$ cat src/rtl/curtain_motor_ctrl_if.sv
// Target/status bundle between the light-control logic and the curtain motor sequencer.
interface curtain_motor_ctrl_if #(
  parameter int unsigned POS_W = 16
);
  logic [POS_W-1:0] target;
  logic             target_valid;
  logic             home_sw;
  logic [3:0]       motor_out;
  logic [POS_W-1:0] cur_pos;
  logic             busy;
  logic             at_target;
  logic             fault;

  // Requester side: issues targets and supplies the limit switch.
  modport master (
    output target, target_valid, home_sw,
    input  motor_out, cur_pos, busy, at_target, fault
  );

  // Sequencer side.
  modport slave (
    input  target, target_valid, home_sw,
    output motor_out, cur_pos, busy, at_target, fault
  );
endinterface

$ cat src/rtl/curtain_motor_ctrl.sv
// Closed-loop half-step sequencer: homes against the open-end switch after reset,
// then walks the coil phase pattern toward the stored target at a fixed step rate.
module curtain_motor_ctrl #(
  parameter int unsigned STEP_DIV = 50000,
  parameter int unsigned POS_W    = 16,
  parameter int unsigned POS_MAX  = 4096,
  parameter int unsigned HOME_MAX = 8192
) (
  input logic                 clk,
  input logic                 rst_n,
  curtain_motor_ctrl_if.slave bus
);

  localparam int unsigned DIV_W  = (STEP_DIV > 1) ? $clog2(STEP_DIV) : 1;
  localparam int unsigned HCNT_W = $clog2(HOME_MAX + 1);

  localparam logic [DIV_W-1:0]  DIV_LAST  = DIV_W'(STEP_DIV - 1);
  localparam logic [HCNT_W-1:0] HCNT_MAX  = HCNT_W'(HOME_MAX);
  localparam logic [POS_W-1:0]  POS_LIM   = POS_W'(POS_MAX);
  localparam logic [3:0]        COILS_OFF = 4'b1111;

  typedef enum logic [2:0] {
    StHome,
    StIdle,
    StMoveFwd,
    StMoveBwd,
    StFault
  } state_e;

  // Active-low coil pattern for each half-step phase.
  function automatic logic [3:0] phase_pat(input logic [2:0] idx);
    logic [3:0] pat;
    case (idx)
      3'd0:    pat = 4'b0111;
      3'd1:    pat = 4'b0011;
      3'd2:    pat = 4'b1011;
      3'd3:    pat = 4'b1001;
      3'd4:    pat = 4'b1101;
      3'd5:    pat = 4'b1100;
      3'd6:    pat = 4'b1110;
      3'd7:    pat = 4'b0110;
      default: pat = COILS_OFF;
    endcase
    return pat;
  endfunction

  state_e            state_q, state_d;
  logic [POS_W-1:0]  pos_q, pos_d;
  logic [POS_W-1:0]  tgt_q, tgt_d;
  logic [2:0]        phase_q, phase_d;
  logic [DIV_W-1:0]  div_q, div_d;
  logic [HCNT_W-1:0] hcnt_q, hcnt_d;
  logic [3:0]        motor_q, motor_d;
  logic              busy_q, busy_d;
  logic              at_tgt_q, at_tgt_d;
  logic              fault_q, fault_d;
  logic              div_run;
  logic              tick;

  assign div_run = (state_q == StHome) || (state_q == StMoveFwd) || (state_q == StMoveBwd);
  assign tick    = div_run && (div_q == DIV_LAST);

  // Next-state, position, phase and registered-output computation.
  always_comb begin
    state_d = state_q;
    pos_d   = pos_q;
    phase_d = phase_q;
    hcnt_d  = hcnt_q;

    // Target is captured in every state; decisions below use the previous value.
    if (bus.target_valid) begin
      tgt_d = (bus.target > POS_LIM) ? POS_LIM : bus.target;
    end else begin
      tgt_d = tgt_q;
    end

    case (state_q)
      StHome: begin
        if (tick && bus.home_sw) begin
          pos_d   = '0;
          state_d = (tgt_q != '0) ? StMoveFwd : StIdle;
        end else if (!bus.home_sw && (hcnt_q == HCNT_MAX)) begin
          state_d = StFault;
        end else if (tick) begin
          // Position is not trusted yet, so only the phase and the budget move.
          phase_d = phase_q - 3'd1;
          hcnt_d  = hcnt_q + 1'b1;
        end
      end
      StIdle: begin
        if (tgt_q > pos_q) begin
          state_d = StMoveFwd;
        end else if (tgt_q < pos_q) begin
          state_d = StMoveBwd;
        end
      end
      StMoveFwd: begin
        if (tick) begin
          if (tgt_q > pos_q) begin
            if (pos_q < POS_LIM) begin
              pos_d   = pos_q + 1'b1;
              phase_d = phase_q + 3'd1;
            end
          end else if (tgt_q < pos_q) begin
            state_d = StMoveBwd;
          end else begin
            state_d = StIdle;
          end
        end
      end
      StMoveBwd: begin
        if (tick) begin
          if (bus.home_sw) begin
            // Passing the open-end switch re-zeroes the position without stepping.
            pos_d   = '0;
            state_d = (tgt_q == '0) ? StIdle : StMoveFwd;
          end else if (tgt_q < pos_q) begin
            if (pos_q != '0) begin
              pos_d   = pos_q - 1'b1;
              phase_d = phase_q - 3'd1;
            end
          end else if (tgt_q > pos_q) begin
            state_d = StMoveFwd;
          end else begin
            state_d = StIdle;
          end
        end
      end
      StFault: begin
        state_d = StFault;
      end
      default: begin
        state_d = StHome;
      end
    endcase

    // Divider restarts on every state change so the first tick is a full period away.
    if (!div_run || tick || (state_d != state_q)) begin
      div_d = '0;
    end else begin
      div_d = div_q + 1'b1;
    end

    if ((state_d == StIdle) || (state_d == StFault)) begin
      motor_d = COILS_OFF;
    end else begin
      motor_d = phase_pat(phase_d);
    end
    busy_d   = (state_d != StIdle);
    at_tgt_d = (state_d == StIdle) && (pos_d == tgt_d);
    fault_d  = (state_d == StFault);
  end

  // Sequencer state and registered outputs.
  always_ff @(posedge clk or negedge rst_n) begin
    if (!rst_n) begin
      state_q  <= StHome;
      pos_q    <= '0;
      tgt_q    <= '0;
      phase_q  <= 3'd0;
      div_q    <= '0;
      hcnt_q   <= '0;
      motor_q  <= 4'b0111;
      busy_q   <= 1'b1;
      at_tgt_q <= 1'b0;
      fault_q  <= 1'b0;
    end else begin
      state_q  <= state_d;
      pos_q    <= pos_d;
      tgt_q    <= tgt_d;
      phase_q  <= phase_d;
      div_q    <= div_d;
      hcnt_q   <= hcnt_d;
      motor_q  <= motor_d;
      busy_q   <= busy_d;
      at_tgt_q <= at_tgt_d;
      fault_q  <= fault_d;
    end
  end

  assign bus.motor_out = motor_q;
  assign bus.cur_pos   = pos_q;
  assign bus.busy      = busy_q;
  assign bus.at_target = at_tgt_q;
  assign bus.fault     = fault_q;

endmodule

$ cat src/flat_wrapper.sv
// flat-port wrapper written by rule: the top's interface ports become plain ports
module curtain_motor_ctrl_flat 
#(
  parameter int unsigned STEP_DIV = 50000,
  parameter int unsigned POS_W    = 16,
  parameter int unsigned POS_MAX  = 4096,
  parameter int unsigned HOME_MAX = 8192
)
  (clk, rst_n, bus_target, bus_target_valid, bus_home_sw, bus_motor_out, bus_cur_pos, bus_busy, bus_at_target, bus_fault);
  curtain_motor_ctrl_if #(.POS_W(POS_W)) bus_i ();
  input logic clk;
  input logic rst_n;
  input wire logic [$bits(bus_i.target)-1:0] bus_target;
  input wire logic [$bits(bus_i.target_valid)-1:0] bus_target_valid;
  input wire logic [$bits(bus_i.home_sw)-1:0] bus_home_sw;
  output wire logic [$bits(bus_i.motor_out)-1:0] bus_motor_out;
  output wire logic [$bits(bus_i.cur_pos)-1:0] bus_cur_pos;
  output wire logic [$bits(bus_i.busy)-1:0] bus_busy;
  output wire logic [$bits(bus_i.at_target)-1:0] bus_at_target;
  output wire logic [$bits(bus_i.fault)-1:0] bus_fault;
  assign bus_i.target = bus_target;
  assign bus_i.target_valid = bus_target_valid;
  assign bus_i.home_sw = bus_home_sw;
  assign bus_motor_out = bus_i.motor_out;
  assign bus_cur_pos = bus_i.cur_pos;
  assign bus_busy = bus_i.busy;
  assign bus_at_target = bus_i.at_target;
  assign bus_fault = bus_i.fault;
  curtain_motor_ctrl #(.STEP_DIV(STEP_DIV), .POS_W(POS_W), .POS_MAX(POS_MAX), .HOME_MAX(HOME_MAX)) u_core (.clk(clk), .rst_n(rst_n), .bus(bus_i));
endmodule
$ cat config.mk
export PLATFORM = sky130hd
export DESIGN_NAME = curtain_motor_ctrl_flat
export DESIGN_NICKNAME = d
export VERILOG_FILES = /design/src/rtl/curtain_motor_ctrl_if.sv /design/src/rtl/curtain_motor_ctrl.sv /design/src/flat_wrapper.sv
export SDC_FILE = /design/constraint.sdc
export NUM_CORES = 1
export LEC_CHECK = 0
export CAP_MARGIN = 20
export CORE_ASPECT_RATIO = 0.7
export CORE_UTILIZATION = 54
export CTS_CLUSTER_SIZE = 12
export DETAILED_ROUTE_END_ITERATION = 10
export PLACE_DENSITY = 0.78
export SLEW_MARGIN = 10
export SYNTH_ARGS = -nofsm -noshare
export SYNTH_HDL_FRONTEND = slang
export SYNTH_SLANG_ARGS = --single-unit
$ cat constraint.sdc
create_clock -name clk -period 4 [get_ports clk]
set_clock_uncertainty 0.05 [all_clocks]
set_input_delay 1.2 -clock clk [delete_from_list [all_inputs] [get_ports clk]]
set_output_delay 1.2 -clock clk [all_outputs]
set_load 0.005 [all_outputs]
==> metrics <==
Post-Layout Cell Count 881; Die ar. 10,550 um^2; grt ovf 0; number of top-level pins 43; Core Area 9759 um^2; Seq/Total Area, Yosys 34.39%; normalized max-slew margin 35.67%; Arr. time, crit path 4.14 ns; Psw 0.0004091 W; via count 5,886; most common flop cell mapped by yosys dfrtp_1; DRC 0; R2R depth 12; pwr/cell area 235.0 nW/um^2; Clock Sink Count 75; Ys Warns 0; clock buffer depth 2; Crit Path Category reg -> reg; Max-cap violations 0; # fillers 745; DP Wirelength 15.28 mm; clk slew on worst S/H paths 0.07 ns; Post-synth EDFFs 0; Fmax 0.2536 GHz; critical path fanouts, max 7; wire length per cell 22.44 um; share of layout cells above drive strength 1 20.05%; Multi-input gate area 3408 um^2; FFs w/ async S/R, synth 100.0%; Final nets 792; # diodes 0; CTS tree built; final setup fails 0; PortBufs 42; H-tree Lvls 3; minimum clock period 3.943 ns; pre-CTS WS -0.4292 ns; internal power 0.001232 W; largest net degree at the start of global routing 76; Placer Congestion 1.037; Switching Share 24.94%; worst path required time 4.20 ns; Total GRT Usage 39.43%; Slew Limit Fails 0; WHS Path Cells 1; Period Utilization, post-route 98.56%; Syn Inst Count 632; row count 30; Die W 122.3 um; post-route worst setup slack 0.05748 ns; Hold WS 0.4149 ns; Worst Hold Class reg -> reg; vias per cell 6.681; Routed WL 19.77 mm; die height 86.22 um; Leakage 3.078 nW; CP startpoint kind flop; measured slew at the worst slew-check pin 0.9649 ns; Yosys cell types 85; status finished, final reports clean; Final Hold Fails 0; DRT iter0 DRCs 734; antenna viol nets, final 0; CTS buffer count 9; first-pass GRT wire length 30.66 mm; worst ir drop on vdd 0.1995 mV; CTS root buf clkbuf_16; element type at the critical path end flop; Synth top area share 32.47%; power share of the sequential group 46.7%; area leader, netlist dfrtp_1; initial antenna violation count 0; placed cells 862; Post-Syn Nets 676; Starting Density 56.06%; logic gate share of total power 6.4%; FF/Latch Area 1882 um^2; dominant cells by area after synthesis dfrtp_1 32%, ha_1 5.5%, xnor2_1 4.2%, nor2_1 4.0%, nand2_1 3.4%; first-pass iteration count of the detailed router 5; vias in the first global route 5,612; mapped cell area 5471 um^2; clk_lat worst skew 0.34 ns; power share of the clock group 46.9%; average cell area after synthesis 8.657 um^2; area grow syn2layout 27.62%; FF+latch count, synth 75
worst max-delay path, cell delays in order, from the launching register on:
cell and delay, ns:
dfrtp_1 0.38, inv_1 0.15, ha_1 0.29, nand4_1 0.27
nor2_1 0.16, nor4_4 0.67, nand4_4 0.37, a21oi_2 0.36
o22a_1 0.18, o21ai_0 0.21, xnor2_1 0.31, o2111ai_1 0.19
nor4bb_1 0.28
cell type report:
cell class	count	area share (%)
clock buffer	10	3.279
clock inverter	6	0.6988
inverter	40	2.150
multi-input combinational	490	48.81
sequential	75	26.95
tap	128	2.294
timing repair buffer	132	15.82
cells in the final DEF (no fill, tap or decap), types with 8 or more instances in the layout:
| master | instances |
|---|---|
| a21oi_1 | 27 |
| a31oi_1 | 15 |
| and3_1 | 10 |
| buf_4 | 90 |
| clkbuf_16 | 9 |
| clkdlybuf4s50_1 | 40 |
| dfrtp_1 | 71 |
| ha_1 | 24 |
| inv_1 | 39 |
| mux2i_1 | 8 |
| nand2_1 | 49 |
| nand3_1 | 27 |
| nand4_1 | 20 |
| nor2_1 | 57 |
| nor3_1 | 25 |
| nor4_1 | 16 |
| nor4_2 | 8 |
| o211ai_1 | 8 |
| o21ai_0 | 16 |
| o31ai_1 | 8 |
| or4_1 | 8 |
| xnor2_1 | 26 |
| xor2_1 | 12 |
Yosys cell counts (all sizes together) (3+ instances only):
cell type / count
inv: 39
nor2: 59
dfrtp: 71
ha: 24
nor4: 27
a211oi: 5
a32oi: 4
a311oi: 3
o22ai: 5
a21oi: 29
or3b: 3
nor2b: 5
o21a: 4
nand2: 49
dfstp: 4
xnor2: 26
or3: 5
mux2i: 8
a21o: 5
nor3: 26
o211ai: 8
and4: 6
nand4: 21
o21ai: 19
buf: 8
a22o: 6
clkbuf: 19
a31oi: 15
o2111ai: 4
a22oi: 4
nand3: 28
xor2: 12
nand2b: 5
o31ai: 9
or4: 11
and3: 11
kinds of logic (layout without fill, tap and decap cells):
group / Yosys count / in the layout / share of synthesized area, %
simple gates: 271 / 271 / 28.10
compound gates: 148 / 148 / 19.25
flops: 75 / 75 / 34.39
buf+inv: 67 / 188 / 5.008
xor+xnor: 38 / 38 / 6.083
fa+ha+maj: 24 / 24 / 5.488
mux: 9 / 9 / 1.669
power groups by stage:
| stage | combinational [W] | sequential, W | clock, W |
|---|---|---|---|
| floorplan | 0.0000334 | 0.000779 | 0 |
| global placement | 0.0000970 | 0.000780 | 0 |
| detailed placement | 0.0000980 | 0.000780 | 0 |
| CTS | 0.0000985 | 0.000767 | 0.000776 |
| global route | 0.000112 | 0.000767 | 0.000805 |
| finish | 0.000104 | 0.000767 | 0.000770 |
state kept, by name, indices dropped and copies added, names as in the netlist:
| name | flops |
|---|---|
| u_core.state_q | 3 |
| u_core.bus.fault | 1 |
| u_core.hcnt_q | 14 |
| u_core.bus.motor_out | 4 |
| u_core.div_q | 16 |
| u_core.phase_q | 3 |
| u_core.bus.busy | 1 |
| u_core.bus.cur_pos | 16 |
| u_core.tgt_q | 16 |
| u_core.bus.at_target | 1 |
repair_timing:
item | in CTS | in global routing
pin swaps | 0 | 13
buffers inserted | 0 | 3
hold buffers | 0 | 0
setup endpoints to repair | 1 | 3
gates resized for setup | 2 | 17
cloned | 0 | 0
layer usage:
layer  global-route usage, %  wire length (um)  vias to the layer above  part of all wire, %
li1                        -                 -                     2622                    -
met1                   57.26              8846                     2802                   45
met2                   54.14              7881                      408                   40
met3                   14.08              2504                       54                   13
met4                   12.20               539                        0                  2.7
met5                       0                 0                        -                    0
final timing paths:
path | from | end | slack, ns
max in group asynchronous | rst_n | u_core.bus.cur_pos[7] | 2.30
max | u_core.bus.cur_pos[15] | u_core.bus.at_target | 0.06
min reg2reg | u_core.hcnt_q[13] | u_core.hcnt_q[13] | 0.41
min in group asynchronous | rst_n | u_core.bus.at_target | 0.94
min | u_core.hcnt_q[13] | u_core.hcnt_q[13] | 0.41
max reg2reg | u_core.bus.cur_pos[15] | u_core.bus.at_target | 0.06
metrics by stage:
step | power [W] | area, um^2 | TNS, ns | util (%)
6_report | 0.001641 | 6983 | 0 | 71.55
5_1_grt | 0.001683 | 6983 | -0.02486 | 71.55
4_1_cts | 0.001641 | 6872 | 0 | 70.41
3_5_place_dp | 0.0008785 | 6591 | -0.4292 | 67.54
3_3_place_gp | 0.0008773 | 6591 | -0.3840 | 67.54
2_1_floorplan | 0.0008126 | 5472 | 0 | -
(Power assumes the default switching activity.)
